**config.mk**
```make
export PLATFORM = sky130hd
export DESIGN_NAME = fc_sequencer
export DESIGN_NICKNAME = d
export VERILOG_FILES = /design/src/rtl/fc_sequencer.sv
export SDC_FILE = /design/constraint.sdc
export NUM_CORES = 1
export LEC_CHECK = 0
export BUFFER_PORTS_ARGS = -buffer_cell sky130_fd_sc_hd__buf_4
export CORE_MARGIN = 1
export CORE_UTILIZATION = 30
export DETAILED_ROUTE_END_ITERATION = 8
export PLACE_DENSITY_LB_ADDON = 0.2
export SLEW_MARGIN = 20
export SYNTH_ARGS = -nofsm -noshare
export SYNTH_HDL_FRONTEND = slang
export SYNTH_SLANG_ARGS = --single-unit
```
**constraint.sdc**
```tcl
create_clock -name clk -period 10.82 [get_ports clk]
set_input_delay 0 -clock clk [delete_from_list [all_inputs] [get_ports clk]]
set_output_delay 0 -clock clk [all_outputs]
set_load 0.005 [all_outputs]
```
**src/rtl/fc_sequencer.sv**
```systemverilog
// fc_sequencer: time-multiplexed controller for one fully connected layer.
// A single signed MAC computes every output neuron in turn. For each channel c
// it walks the flattened input (index k) and the weight row c*FLAT+k, adds the
// bias for c, and streams the saturated result out over a valid/ready handshake.
//
// Ports
//   clk, rst_n              clock (rising edge), asynchronous active-low reset
//   start                   begin one layer pass (sampled only while idle)
//   busy, done              pass in progress / one-cycle completion pulse
//   in_addr / in_data       flat input memory, 1-cycle synchronous read
//   w_addr  / w_data        weight memory (c*FLAT+k), 1-cycle synchronous read
//   b_addr  / b_data        bias memory (c), 1-cycle synchronous read
//   out_valid/out_ready     result handshake
//   out_data, out_ch        saturated result and its channel index
module fc_sequencer #(
  parameter int INPUT_SIZE      = 5,
  parameter int INPUT_CHANNELS  = 3,
  parameter int OUTPUT_CHANNELS = 3,
  parameter int PX_SIZE         = 8,
  parameter int RELU            = 0,
  localparam int FLAT     = INPUT_SIZE * INPUT_SIZE * INPUT_CHANNELS,
  localparam int ACC_SIZE = 2 * PX_SIZE + $clog2(FLAT) + 1,
  // Address widths are floored at 1 bit so degenerate sizes still elaborate.
  localparam int AW = (FLAT > 1) ? $clog2(FLAT) : 1,
  localparam int WW = (OUTPUT_CHANNELS * FLAT > 1) ? $clog2(OUTPUT_CHANNELS * FLAT) : 1,
  localparam int CW = (OUTPUT_CHANNELS > 1) ? $clog2(OUTPUT_CHANNELS) : 1
) (
  input  logic               clk,
  input  logic               rst_n,
  input  logic               start,
  output logic               busy,
  output logic               done,
  output logic [AW-1:0]      in_addr,
  input  logic [PX_SIZE-1:0] in_data,
  output logic [WW-1:0]      w_addr,
  input  logic [PX_SIZE-1:0] w_data,
  output logic [CW-1:0]      b_addr,
  input  logic [PX_SIZE-1:0] b_data,
  output logic               out_valid,
  input  logic               out_ready,
  output logic [PX_SIZE-1:0] out_data,
  output logic [CW-1:0]      out_ch
);

  typedef enum logic [2:0] {
    S_IDLE,
    S_MAC,
    S_DRAIN,
    S_BIAS,
    S_EMIT,
    S_DONE
  } state_t;

  localparam logic signed [ACC_SIZE-1:0] SAT_MAX = ACC_SIZE'((2 ** (PX_SIZE - 1)) - 1);
  localparam logic signed [ACC_SIZE-1:0] SAT_MIN = ~SAT_MAX;

  state_t                       r_state;
  state_t                       w_next;
  logic [CW-1:0]                r_c;
  logic [AW-1:0]                r_k;
  logic signed [ACC_SIZE-1:0]   r_acc;
  logic                         r_mac_v;   // memory data on the bus belongs to a MAC address

  logic                         w_last_k;
  logic                         w_last_c;
  logic signed [2*PX_SIZE-1:0]  w_prod;
  logic signed [ACC_SIZE-1:0]   w_prod_ext;
  logic signed [ACC_SIZE-1:0]   w_bias_ext;
  logic [PX_SIZE-1:0]           w_result;

  assign w_last_k   = (r_k == AW'(FLAT - 1));
  assign w_last_c   = (r_c == CW'(OUTPUT_CHANNELS - 1));
  assign w_prod     = $signed(in_data) * $signed(w_data);
  assign w_prod_ext = ACC_SIZE'(w_prod);
  assign w_bias_ext = ACC_SIZE'($signed(b_data));

  // Addresses come straight from the counters, so data returned one cycle
  // later always lines up with the counter values of the previous cycle.
  assign in_addr = r_k;
  assign w_addr  = WW'(r_c) * WW'(FLAT) + WW'(r_k);
  assign b_addr  = r_c;
  assign out_ch  = r_c;

  always_ff @(posedge clk or negedge rst_n) begin
    if (!rst_n) begin
      r_state <= S_IDLE;
    end else begin
      r_state <= w_next;
    end
  end

  // NOTE: every signal driven here gets a default before the case, so no
  // path can leave one unassigned and infer a latch.
  always_comb begin
    w_next    = r_state;
    busy      = 1'b1;
    done      = 1'b0;
    out_valid = 1'b0;
    case (r_state)
      S_IDLE: begin
        busy = 1'b0;
        if (start) w_next = S_MAC;
      end
      S_MAC:   if (w_last_k) w_next = S_DRAIN;
      S_DRAIN: w_next = S_BIAS;
      S_BIAS:  w_next = S_EMIT;
      S_EMIT: begin
        out_valid = 1'b1;
        if (out_ready) w_next = w_last_c ? S_DONE : S_MAC;
      end
      S_DONE: begin
        done   = 1'b1;
        w_next = S_IDLE;
      end
      default: w_next = S_IDLE;
    endcase
  end

  // NOTE: all state updates use non-blocking assignments so every register
  // samples the values from before the edge, independent of statement order.
  always_ff @(posedge clk or negedge rst_n) begin
    if (!rst_n) begin
      r_c     <= '0;
      r_k     <= '0;
      r_acc   <= '0;
      r_mac_v <= 1'b0;
    end else begin
      // Accumulates during MAC and for the trailing product in DRAIN.
      if (r_mac_v) r_acc <= r_acc + w_prod_ext;
      case (r_state)
        S_IDLE: begin
          r_c     <= '0;
          r_k     <= '0;
          r_acc   <= '0;
          r_mac_v <= 1'b0;
        end
        S_MAC: begin
          r_mac_v <= 1'b1;
          // k parks at FLAT-1 until the channel advances.
          if (!w_last_k) r_k <= r_k + 1'b1;
        end
        S_DRAIN: r_mac_v <= 1'b0;
        S_BIAS:  r_acc <= r_acc + w_bias_ext;
        S_EMIT: begin
          if (out_ready && !w_last_c) begin
            r_c   <= r_c + 1'b1;
            r_k   <= '0;
            r_acc <= '0;
          end
        end
        default: ;
      endcase
    end
  end

  // Saturate to the signed pixel range, then optionally rectify.
  always_comb begin
    w_result = r_acc[PX_SIZE-1:0];
    if (r_acc > SAT_MAX) begin
      w_result = {1'b0, {(PX_SIZE - 1){1'b1}}};
    end else if (r_acc < SAT_MIN) begin
      w_result = {1'b1, {(PX_SIZE - 1){1'b0}}};
    end
    if ((RELU != 0) && w_result[PX_SIZE-1]) w_result = '0;
  end

  assign out_data = out_valid ? w_result : '0;

endmodule

```
==> flow_metrics.tcl <==
set metrics [dict create \
    setup_viol 0 \
    finalCriticalPeriod_ps 5590 \
    min_path_type "input port to register" \
    critPathMaxFanout 17 \
    slew_viol_final 0 \
    final_cells 1169 \
    cpPeakStageDelay_ps 740 \
    placed_area_sq_um 8200 \
    grt_first_pass_wirelength_um 30300 \
    coreArea_sq_um 24300 \
    vias_per_cell 4.73 \
    dp.cells 1161 \
    cts_tree "yes" \
    syn_to_final_growth_pct 12.4 \
    die_area_sq_um 25400 \
    crit_arrival_ps 5700 \
    firstDrtPassIters 4 \
    clockBufferDepth 2 \
    async_flop_share 1.00 \
    crit_path_start_kind "input port" \
    grt_max_degree 38 \
    path_clk_slew_ps 60 \
    worstRegToRegCells 17 \
    crit_path_end "r_acc[23]" \
    synth.distinct_cells 73 \
    critPathMostFrequentCell "fa_1" \
    crit_start "w_data[0]" \
    nets 1070 \
    synth_flop_cell "dfrtp_1" \
    critPathKind "input port to register" \
    pin_count 58 \
    h-tree-depth 2 \
    routedWlPerCell_um 15.1 \
    status "finished clean" \
    numCtsBuffers 5 \
    antenna_cells 0 \
    start_util 0.305 \
    die_h_um 159 \
    drive_gt1_frac 0.0994 \
    tightest_slew_ps 956 \
    hpwl_um 15000 \
    seq_area_frac_synth 0.125 \
    rows 57 \
    hold_path_depth 3 \
    min_period_over_period 0.516 \
    syn_nets 1017 \
    cpMaxStageDelayCell "and2_1" \
    fmax_ghz 0.179 \
    track_usage 0.146 \
    yosys_warnings 0 \
    reg2reg_to "r_acc[23]" \
    rsz0062_at_grt "no" \
    gp_congestion 0.797 \
    clk_latency_ps 280 \
    max_slew_margin 0.361 \
    die_x_um 159 \
    tns_ps 0 \
    hold_violations 0 \
    initialDrtViolationCount 223 \
    root_buffer "clkbuf_16" \
    numClockSinks 37 \
    post-route-cell-area_sq_um 8350 \
    synthCells 792 \
    synth_edf_count 0 \
    antenna_found_initial 0 \
    cts_resized 0 \
    syn_area_sq_um 7430 \
    grt_pass1_vias 5817 \
    cap_violations 0 \
    portBuffers 57 \
    critical_path_required_ps 10930 \
    whs_ps 16.3 \
    avgSynthCellArea_sq_um 9.38 \
    cp_cell_sequence "buf_4, and2_1, inv_1, fa_1, inv_1, fa_1, fa_1, fa_1, fa_1, ha_1, o21ai_0, o21bai_1, o311ai_1, o21ai_1, a211oi_1, mux2i_1, o221ai_1" \
    remaining_drc_errors 0 \
    reg2reg_from "r_acc[6]" \
    cp-end-kind "register" \
    vias 5528 \
    fin_worst_skew_ps 3.43 \
    grt_overflow 0 \
    ys_seq_elements 37 \
    totalWireLength_um 17600 \
    ant_nets 0 \
    ff2ff_setup_slack_ps 5440 \
]
-- sequential cells by signal, summed over array words and instances, names as in the netlist --
name     cells
b_addr       2
r_acc       24
r_state      3
r_mac_v      1
in_addr      7
-- metrics by stage --
stage	utilization	setup WS [ps]
finish	0.344	5230
detailed placement	0.337	4980
global placement	0.337	5000
floorplan	-	5630
global route	0.344	4880
CTS	0.344	5240
-- what timing repair did --
action                                 CTS  global route
hold buffers                             1             0
setup buffers                            0             0
endpoints found under the hold margin   37             0
-- synth_stat cells, types with 6 or more instances --
cell type | number | share of area
inv_1 | 110 | 0.056
fa_1 | 107 | 0.29
ha_1 | 90 | 0.15
nand2_1 | 60 | 0.030
nor2_1 | 45 | 0.023
a21oi_1 | 40 | 0.027
dfrtp_1 | 37 | 0.12
and2_1 | 34 | 0.029
xnor2_1 | 34 | 0.040
o21ai_0 | 26 | 0.018
xor2_1 | 21 | 0.025
mux2i_1 | 18 | 0.024
o22ai_1 | 18 | 0.015
a21o_1 | 15 | 0.015
nand3_1 | 11 | 0.0074
clkbuf_1 | 8 | 0.0040
nand2b_1 | 8 | 0.0067
o21a_1 | 7 | 0.0071
nand4_1 | 6 | 0.0051
-- per-layer routing --
metal	part of all wire	vias up	global-route usage
met2	0.46	56	0.238
li1	-	2772	-
met1	0.52	2693	0.214
met3	0.020	7	0.0154
met5	0	-	0
met4	0.0052	0	0.0179
-- cell families after synthesis --
logic type	synth area share
AOI/OAI and AO/OA	0.140
xor gates and xnor gates	0.0648
adders and majority gates	0.440
buffers and inverters	0.0684
DFF	0.125
muxes	0.0243
and+or+nand+nor	0.138
-- area by class of cell --
cell class                 instances  area, sq um
clock buffer                       6          139
clock inverter                     1         7.51
fill                            2566        16000
inverter                         112          420
multi-input combinational        628         6000
sequential                        37          926
tap                              324          405
timing repair buffer              61          460
-- cells in the final DEF (no fill, tap or decap), drive strengths merged, types with 7 or more instances in the layout --
cell type	count
nand3	11
a21o	17
xor2	21
o21ai	30
o21a	7
a21oi	42
o22ai	18
nor2	46
nand2	60
buf	60
xnor2	34
inv	111
ha	90
fa	107
nand2b	8
and2	34
mux2i	18
dfrtp	37
-- worst max-delay path: cells and delay by family --
| kind | cells | cell delay (ps) |
|---|---|---|
| and+or+nand+nor | 1 | 740 |
| AOI/OAI and AO/OA | 6 | 1510 |
| adders and majority gates | 6 | 2870 |
| muxes | 1 | 220 |
| buffers and inverters | 3 | 340 |
-- worst min path at each step --
stage,endpoint,startpoint,slack (ps)
floorplan,b_addr[0],rst_n,-300
global placement,r_acc[23],rst_n,20
detailed placement,r_acc[23],rst_n,20
CTS,r_state[0],start,10
global route,r_state[0],start,30
finish,r_state[0],start,20
Power is left out: the tool's default activity adds up to more than one toggle a clock period on the data nets, which glitch-free logic cannot reach.
